### config.mk
export PLATFORM = sky130hd
export DESIGN_NAME = regfile_wb_arbiter
export DESIGN_NICKNAME = d
export VERILOG_FILES = /design/src/rtl/regfile_wb_arbiter.sv
export SDC_FILE = /design/constraint.sdc
export NUM_CORES = 1
export LEC_CHECK = 0
export ABC_AREA = 1
export CORE_MARGIN = 3
export CORE_UTILIZATION = 30
export DETAILED_ROUTE_END_ITERATION = 8
export PLACE_DENSITY = 0.63
export SLEW_MARGIN = 20
export SYNTH_ARGS = -nofsm -noshare
export SYNTH_HDL_FRONTEND = slang
export SYNTH_SLANG_ARGS = --single-unit
export TNS_END_PERCENT = 100
### constraint.sdc
create_clock -name clk -period 1.9 [get_ports clk]
set_input_delay 0.19 -clock clk [delete_from_list [all_inputs] [get_ports clk]]
set_output_delay 0.19 -clock clk [all_outputs]
set_load 0.03 [all_outputs]
### src/rtl/regfile_wb_arbiter.sv
// Register-file write-back arbiter. Two requesters (ALU and load) share one
// write port under round-robin arbitration. A per-register scoreboard of
// pending writes lets decode stall on RAW/WAW hazards. Registers marked in
// PROT_MASK are never written and never reserved.
module regfile_wb_arbiter #(
    parameter int                  DATA_W    = 32,
    parameter int                  ADDR_W    = 4,
    parameter int                  NUM_REGS  = 16,
    parameter logic [NUM_REGS-1:0] PROT_MASK = 16'hC000
) (
    input  logic                clk,
    input  logic                reset,
    input  logic                claim_valid,
    input  logic [ADDR_W-1:0]   claim_reg,
    output logic                claim_stall,
    input  logic                alu_valid,
    input  logic [ADDR_W-1:0]   alu_reg,
    input  logic [DATA_W-1:0]   alu_data,
    output logic                alu_ready,
    input  logic                mem_valid,
    input  logic [ADDR_W-1:0]   mem_reg,
    input  logic [DATA_W-1:0]   mem_data,
    output logic                mem_ready,
    output logic                wr_en,
    output logic [ADDR_W-1:0]   wr_reg,
    output logic [DATA_W-1:0]   wr_data,
    output logic [NUM_REGS-1:0] busy,
    output logic                prot_err
);

    typedef enum logic {GNT_ALU = 1'b0, GNT_MEM = 1'b1} grant_e;

    grant_e              last_q, last_d;
    logic [NUM_REGS-1:0] busy_q, busy_d;
    logic                wr_en_q, wr_en_d;
    logic [ADDR_W-1:0]   wr_reg_q, wr_reg_d;
    logic [DATA_W-1:0]   wr_data_q, wr_data_d;
    logic                perr_q, perr_d;

    logic                xfer;
    logic [ADDR_W-1:0]   g_reg;
    logic [DATA_W-1:0]   g_data;
    logic                g_prot;
    logic                claim_ok;

    // Round-robin grant: on a conflict the requester that did not win last goes.
    assign alu_ready = alu_valid & (~mem_valid | (last_q == GNT_MEM));
    assign mem_ready = mem_valid & (~alu_valid | (last_q == GNT_ALU));

    assign xfer   = alu_ready | mem_ready;
    assign g_reg  = alu_ready ? alu_reg  : mem_reg;
    assign g_data = alu_ready ? alu_data : mem_data;
    assign g_prot = PROT_MASK[g_reg];

    // Protected registers never become busy, so they can never stall.
    assign claim_stall = claim_valid & busy_q[claim_reg];
    assign claim_ok    = claim_valid & ~busy_q[claim_reg] & ~PROT_MASK[claim_reg];

    assign wr_en    = wr_en_q;
    assign wr_reg   = wr_reg_q;
    assign wr_data  = wr_data_q;
    assign busy     = busy_q;
    assign prot_err = perr_q;

    // Next-state: pointer, scoreboard (clear then set, so a same-cycle claim wins) and write port.
    always_comb begin
        last_d    = last_q;
        busy_d    = busy_q;
        wr_en_d   = 1'b0;
        perr_d    = 1'b0;
        wr_reg_d  = wr_reg_q;
        wr_data_d = wr_data_q;
        if (xfer) begin
            last_d        = alu_ready ? GNT_ALU : GNT_MEM;
            busy_d[g_reg] = 1'b0;
            wr_en_d       = ~g_prot;
            perr_d        = g_prot;
            if (!g_prot) begin
                wr_reg_d  = g_reg;
                wr_data_d = g_data;
            end
        end
        if (claim_ok) begin
            busy_d[claim_reg] = 1'b1;
        end
    end

    // State registers; reset discards pending claims and any in-flight write.
    always_ff @(posedge clk or negedge reset) begin
        if (!reset) begin
            last_q    <= GNT_MEM;
            busy_q    <= '0;
            wr_en_q   <= 1'b0;
            wr_reg_q  <= '0;
            wr_data_q <= '0;
            perr_q    <= 1'b0;
        end else begin
            last_q    <= last_d;
            busy_q    <= busy_d;
            wr_en_q   <= wr_en_d;
            wr_reg_q  <= wr_reg_d;
            wr_data_q <= wr_data_d;
            perr_q    <= perr_d;
        end
    end

endmodule

# [After elaboration in Yosys (flattened, before gate mapping)]
# Memories as Yosys holds them, arrays and structs flattened.
# Cells that the tools add are included.
[op_classes] n_reduce_logical=3 n_bitwise=17 n_mux=15 order_cmp=4
[op_table] operator="$mux 16" count=2
[op_table] operator="$mux 32" count=1
[op_table] operator="$and 16x16->16" count=1
[op_table] operator="$not 16->16" count=1
[op_table] operator="$or 16x16->16" count=1
[op_table] operator="$lt 4x5->1 const B" count=2
[op_table] operator="$demux 1 s4" count=2
[op_table] operator="$ge 4x1->1 const B" count=2
[op_table] operator="$mux 1" count=8
[op_table] operator="$not 1->1" count=6
[op_table] operator="$and 1x1->1" count=5
[op_table] operator="$bmux 1 s4" count=1
[op_table] operator="$mux 4" count=1
[op_table] operator="$or 1x1->1" count=3
[op_table] operator="$logic_and 1x1->1" count=2
[op_table] operator="$reduce_and 2->1" count=1
[word_totals] word_cells=47 ff_bits=55 input_bits=81 n_memories=2 rom_bits=32 output_inout_bits=57
[mem_list] memory="(no name shown)" depth=16 width=1 read_ports=1 rd_clocked_by_memory_dff=0 wr=0 line_no="57" source="assign claim_ok = claim_valid & ~busy_q[claim_reg] & ~PROT_MASK[claim_reg];"
[mem_list] memory="(no name shown)" depth=16 width=1 read_ports=1 rd_clocked_by_memory_dff=0 wr=0 line_no="53" source="assign g_prot = PROT_MASK[g_reg];"

# [Depth between registers and ports, before layout]
[logic_depth] ltp_word=13 depth_mapped=11 ltp_nobuf=10

# [Least setup slack after synthesis]
# OpenSTA, ideal clock, no wires.
[synth_timing] kind="register to output" start="register busy_q[3] (netlist: busy[3])" end="output claim_stall" path_buffers=1 path_stages_with_launch=10 path_slack_ps=238 required_ps=1710 arrival_ps=1472 path_cell_list="dfrtp_1 > nand2_1 > nand2_1 > nand2_1 > nand2_1 > nand2_1 > nand2_1 > nor2_2 > buf_4 > nor2_1"
[synth_between] elab_chain_cells=3
[synth_lines] element="from (decl)" line_no="34" source="logic [NUM_REGS-1:0] busy_q, busy_d;"
[synth_lines] element="from (signal assigned)" line_no="99" source="busy_q <= busy_d;"
[synth_lines] element="$bmux 1 s4" line_no="56" source="assign claim_stall = claim_valid & busy_q[claim_reg];"
[synth_lines] element="$mux 1 (not written as such)" line_no="56"
[synth_lines] element="$and 1x1->1" line_no="56"
[synth_lines] element="to (decl)" line_no="15" source="output logic claim_stall,"
# No other way between the ends. The select of a mux whose other input is x is not followed.

# [Worst setup path in the final report]
[layout_timing] start="input mem_valid" end="output mem_ready"
[layout_between] elab_chain_cells=1
[layout_lines] element="from (decl)" line_no="20" source="input logic mem_valid,"
[layout_lines] element="$and 1x1->1" line_no="48" source="assign mem_ready = mem_valid & (~alu_valid | (last_q == GNT_ALU));"
[layout_lines] element="to (decl)" line_no="23" source="output logic mem_ready,"
# No other way between the ends.

==> flow_summary.yaml <==
status:
  status: "completed"
place:
  place_area_um2: 4650
  io_buffers: 137
  preCtsSetupSlack_ps: 40.7
  place_congestion: 0.789
  dp_hpwl_um: 7430
yosys:
  synth.distinct_cells: 20
  syn_nets: 541
  netlist_instances: 460
  syn_avg_cell_area_um2: 6.68
  yosysSeqAreaShare_pct: 44.8
  synthesis.area_um2: 3070
  yosysWarningCount: 0
  synth-seq-cells: 55
die:
  die_x_um: 107
  num_io_pins: 138
  die-area_um2: 11500
  num_rows: 36
  core_area_um2: 9860
  start_util_pct: 31.1
  die_h_um: 107
global_route:
  grt_use_total_pct: 17.1
  antenna_found_initial: 0
  grt_overflow: 0
  grt_pass1_vias: 3256
  grt_max_degree: 34
  grt_pass1_wl_um: 15900
final_layout:
  final_core_util_pct: 48.5
  nFillCells: 974
  final_cell_mix: "nand2_1, clkdlybuf4s50_1, dfrtp_1"
  final_common_cell: "nand2_1"
  multi_input_area_um2: 1490
  largest_reg_flops: 32
  syn_to_final_growth_pct: 55.6
  drive_gt1_share_pct: 7.45
  nets: 684
  seqCellArea_um2: 1380
  fin_area_um2: 4780
  diodes: 0
setup_path:
  cp-end-kind: "output pin"
  cp_common_cell: "clkdlybuf4s50_1"
  startpoint_type: "primary input"
  cp.arrival_ps: 1620
  cp-startpoint: "mem_valid"
  r2r_end: "wr_data[10]$_DFFE_PN0P_"
  reg2reg_from: "last_q$_DFFE_PN1N_"
  critPathMaxStageDelay_ps: 680
  reg2reg_depth: 10
  r2r_setup_slack_ps: 210
  path_max_fanout: 3
  worstSetupPathType: "primary input to output pin"
  cpMaxStageDelayCell: "clkdlybuf4s50_1"
  critPathRequiredTime_ps: 1710
  path_cells: "clkdlybuf4s50_1 > inv_1 > a21oi_1 > clkdlybuf4s50_1"
pwr:
  peakVddDrop_mv: 0.372
  p_per_area_nw_per_um2: 905
  power_switching_mw: 1.69
  combPwrFrac_pct: 45.1
  clockPowerShare_pct: 17.9
  seq_power_share_pct: 37.0
  p_int_mw: 2.64
  p_sw_share_pct: 39.0
  leakage_nw: 2.44
route:
  drt_iter0_markers: 149
  ant_nets: 0
  drc: 0
  post_drt_wl_per_cell_um: 12.8
  num_vias: 3282
  routed_wl_um: 9450
  viasPerCell: 4.45
  first_pass_iters: 4
sta:
  period_needed_ps: 1810
  drv_slew: 0
  setup_slack_ps: 93.8
  setup-tns-final_ps: 0
  rsz0062_at_grt: "no"
  max_freq_mhz: 554
  worst_pin_slew_ps: 547
  hold_ws_ps: 394
  period_share_pct: 95.1
  setup_viol: 0
  finClkSkew_ps: 5.16
  relSlewSlack_pct: 63.5
  hold_viol_final: 0
clock_tree:
  clk_path_buf_depth: 2
  cts_max_level: 2
  numCtsBuffers: 5
  clockRootBuffer: "clkbuf_8"
  cts_setup_buffers: 0
  cts_tree: "yes"
  insertion_delay_ps: 300
  cts.sinks: 55
  clkTransAtPathRegs_ps: 100
job:
  timing.max_cap.violations: 0
hold_path:
  hold_class: "primary input to asynchronous set/reset pin"
## worst max-delay path: cells and delay by family
kind | cells | cell delay [ps]
buffers and inverters | 3 | 1310
AOI/OAI and AO/OA | 1 | 120
## synth_stat cells
cell,instances,area (µm²)
a21oi_1,1,5.00
a31oi_1,3,18.8
buf_2,5,25.0
buf_4,7,52.6
buf_6,2,22.5
clkbuf_1,7,26.3
dfrtp_1,54,1350
dfstp_2,1,26.3
inv_1,17,63.8
inv_2,4,15.0
nand2_1,268,1010
nand2_2,2,12.5
nand2_4,2,22.5
nand3_1,52,260
nand3b_1,1,7.51
nor2_1,26,97.6
nor2_2,1,6.26
nor2_4,1,11.3
o21ai_0,3,15.0
o21ai_2,3,26.3
## kinds of logic (layout without fill, tap and decap cells)
logic type             after synthesis  in the layout  synth area share, %
flip-flops                          55             55                 44.8
AND/OR/NAND/NOR                    353            353                 46.4
buffers and inverters               42            186                 6.68
AO/OA/AOI/OAI                       10             10                 2.12
## power groups by stage
stage	Clock (mW)	Sequential (mW)	Combinational [mW]
floorplan	0	2.07	0.582
global placement	0	1.61	1.94
detailed placement	0	1.62	1.96
CTS	0.810	1.60	1.97
global route	0.855	1.64	2.12
finish	0.776	1.60	1.95
## cell type report
cell class                 instances  share of cell area [%]
multi-input combinational        363                    31.2
clock inverter                     3                   0.916
tap                              133                    3.48
sequential                        55                    28.8
inverter                          21                    1.65
clock buffer                       5                    1.44
timing repair buffer             157                    32.5
## worst max-delay path by stage
stage                                         end  slack (ps)
after floorplan                       claim_stall         240
after global placement    wr_data[17]$_DFFE_PN0P_          90
after detailed placement  wr_data[16]$_DFFE_PN0P_          40
after CTS                               alu_ready          40
after global routing                    mem_ready          20
final                                   mem_ready          90
## per-stage QoR
| step | power (mW) | std cells |
|---|---|---|
| final | 4.32 | 737 |
| after global routing | 4.61 | 737 |
| after CTS | 4.38 | 737 |
| after detailed placement | 3.58 | 728 |
| after global placement | 3.56 | 728 |
| after floorplan | 2.65 | 460 |
## per-layer routing
layer  track usage (%)  wire length, µm
met1              23.0             4140
met2              29.1             4650
met3              2.83              563
met4              3.47               95
met5                 0                0
## what timing repair did
item                                   4_1_cts  5_1_grt
cloned                                       0        0
setup endpoints to repair                    1        1
hold buffers                                 1        0
gates resized for setup                      1        2
endpoints found under the hold margin       21        0
Power figures use the tool's default switching activity.
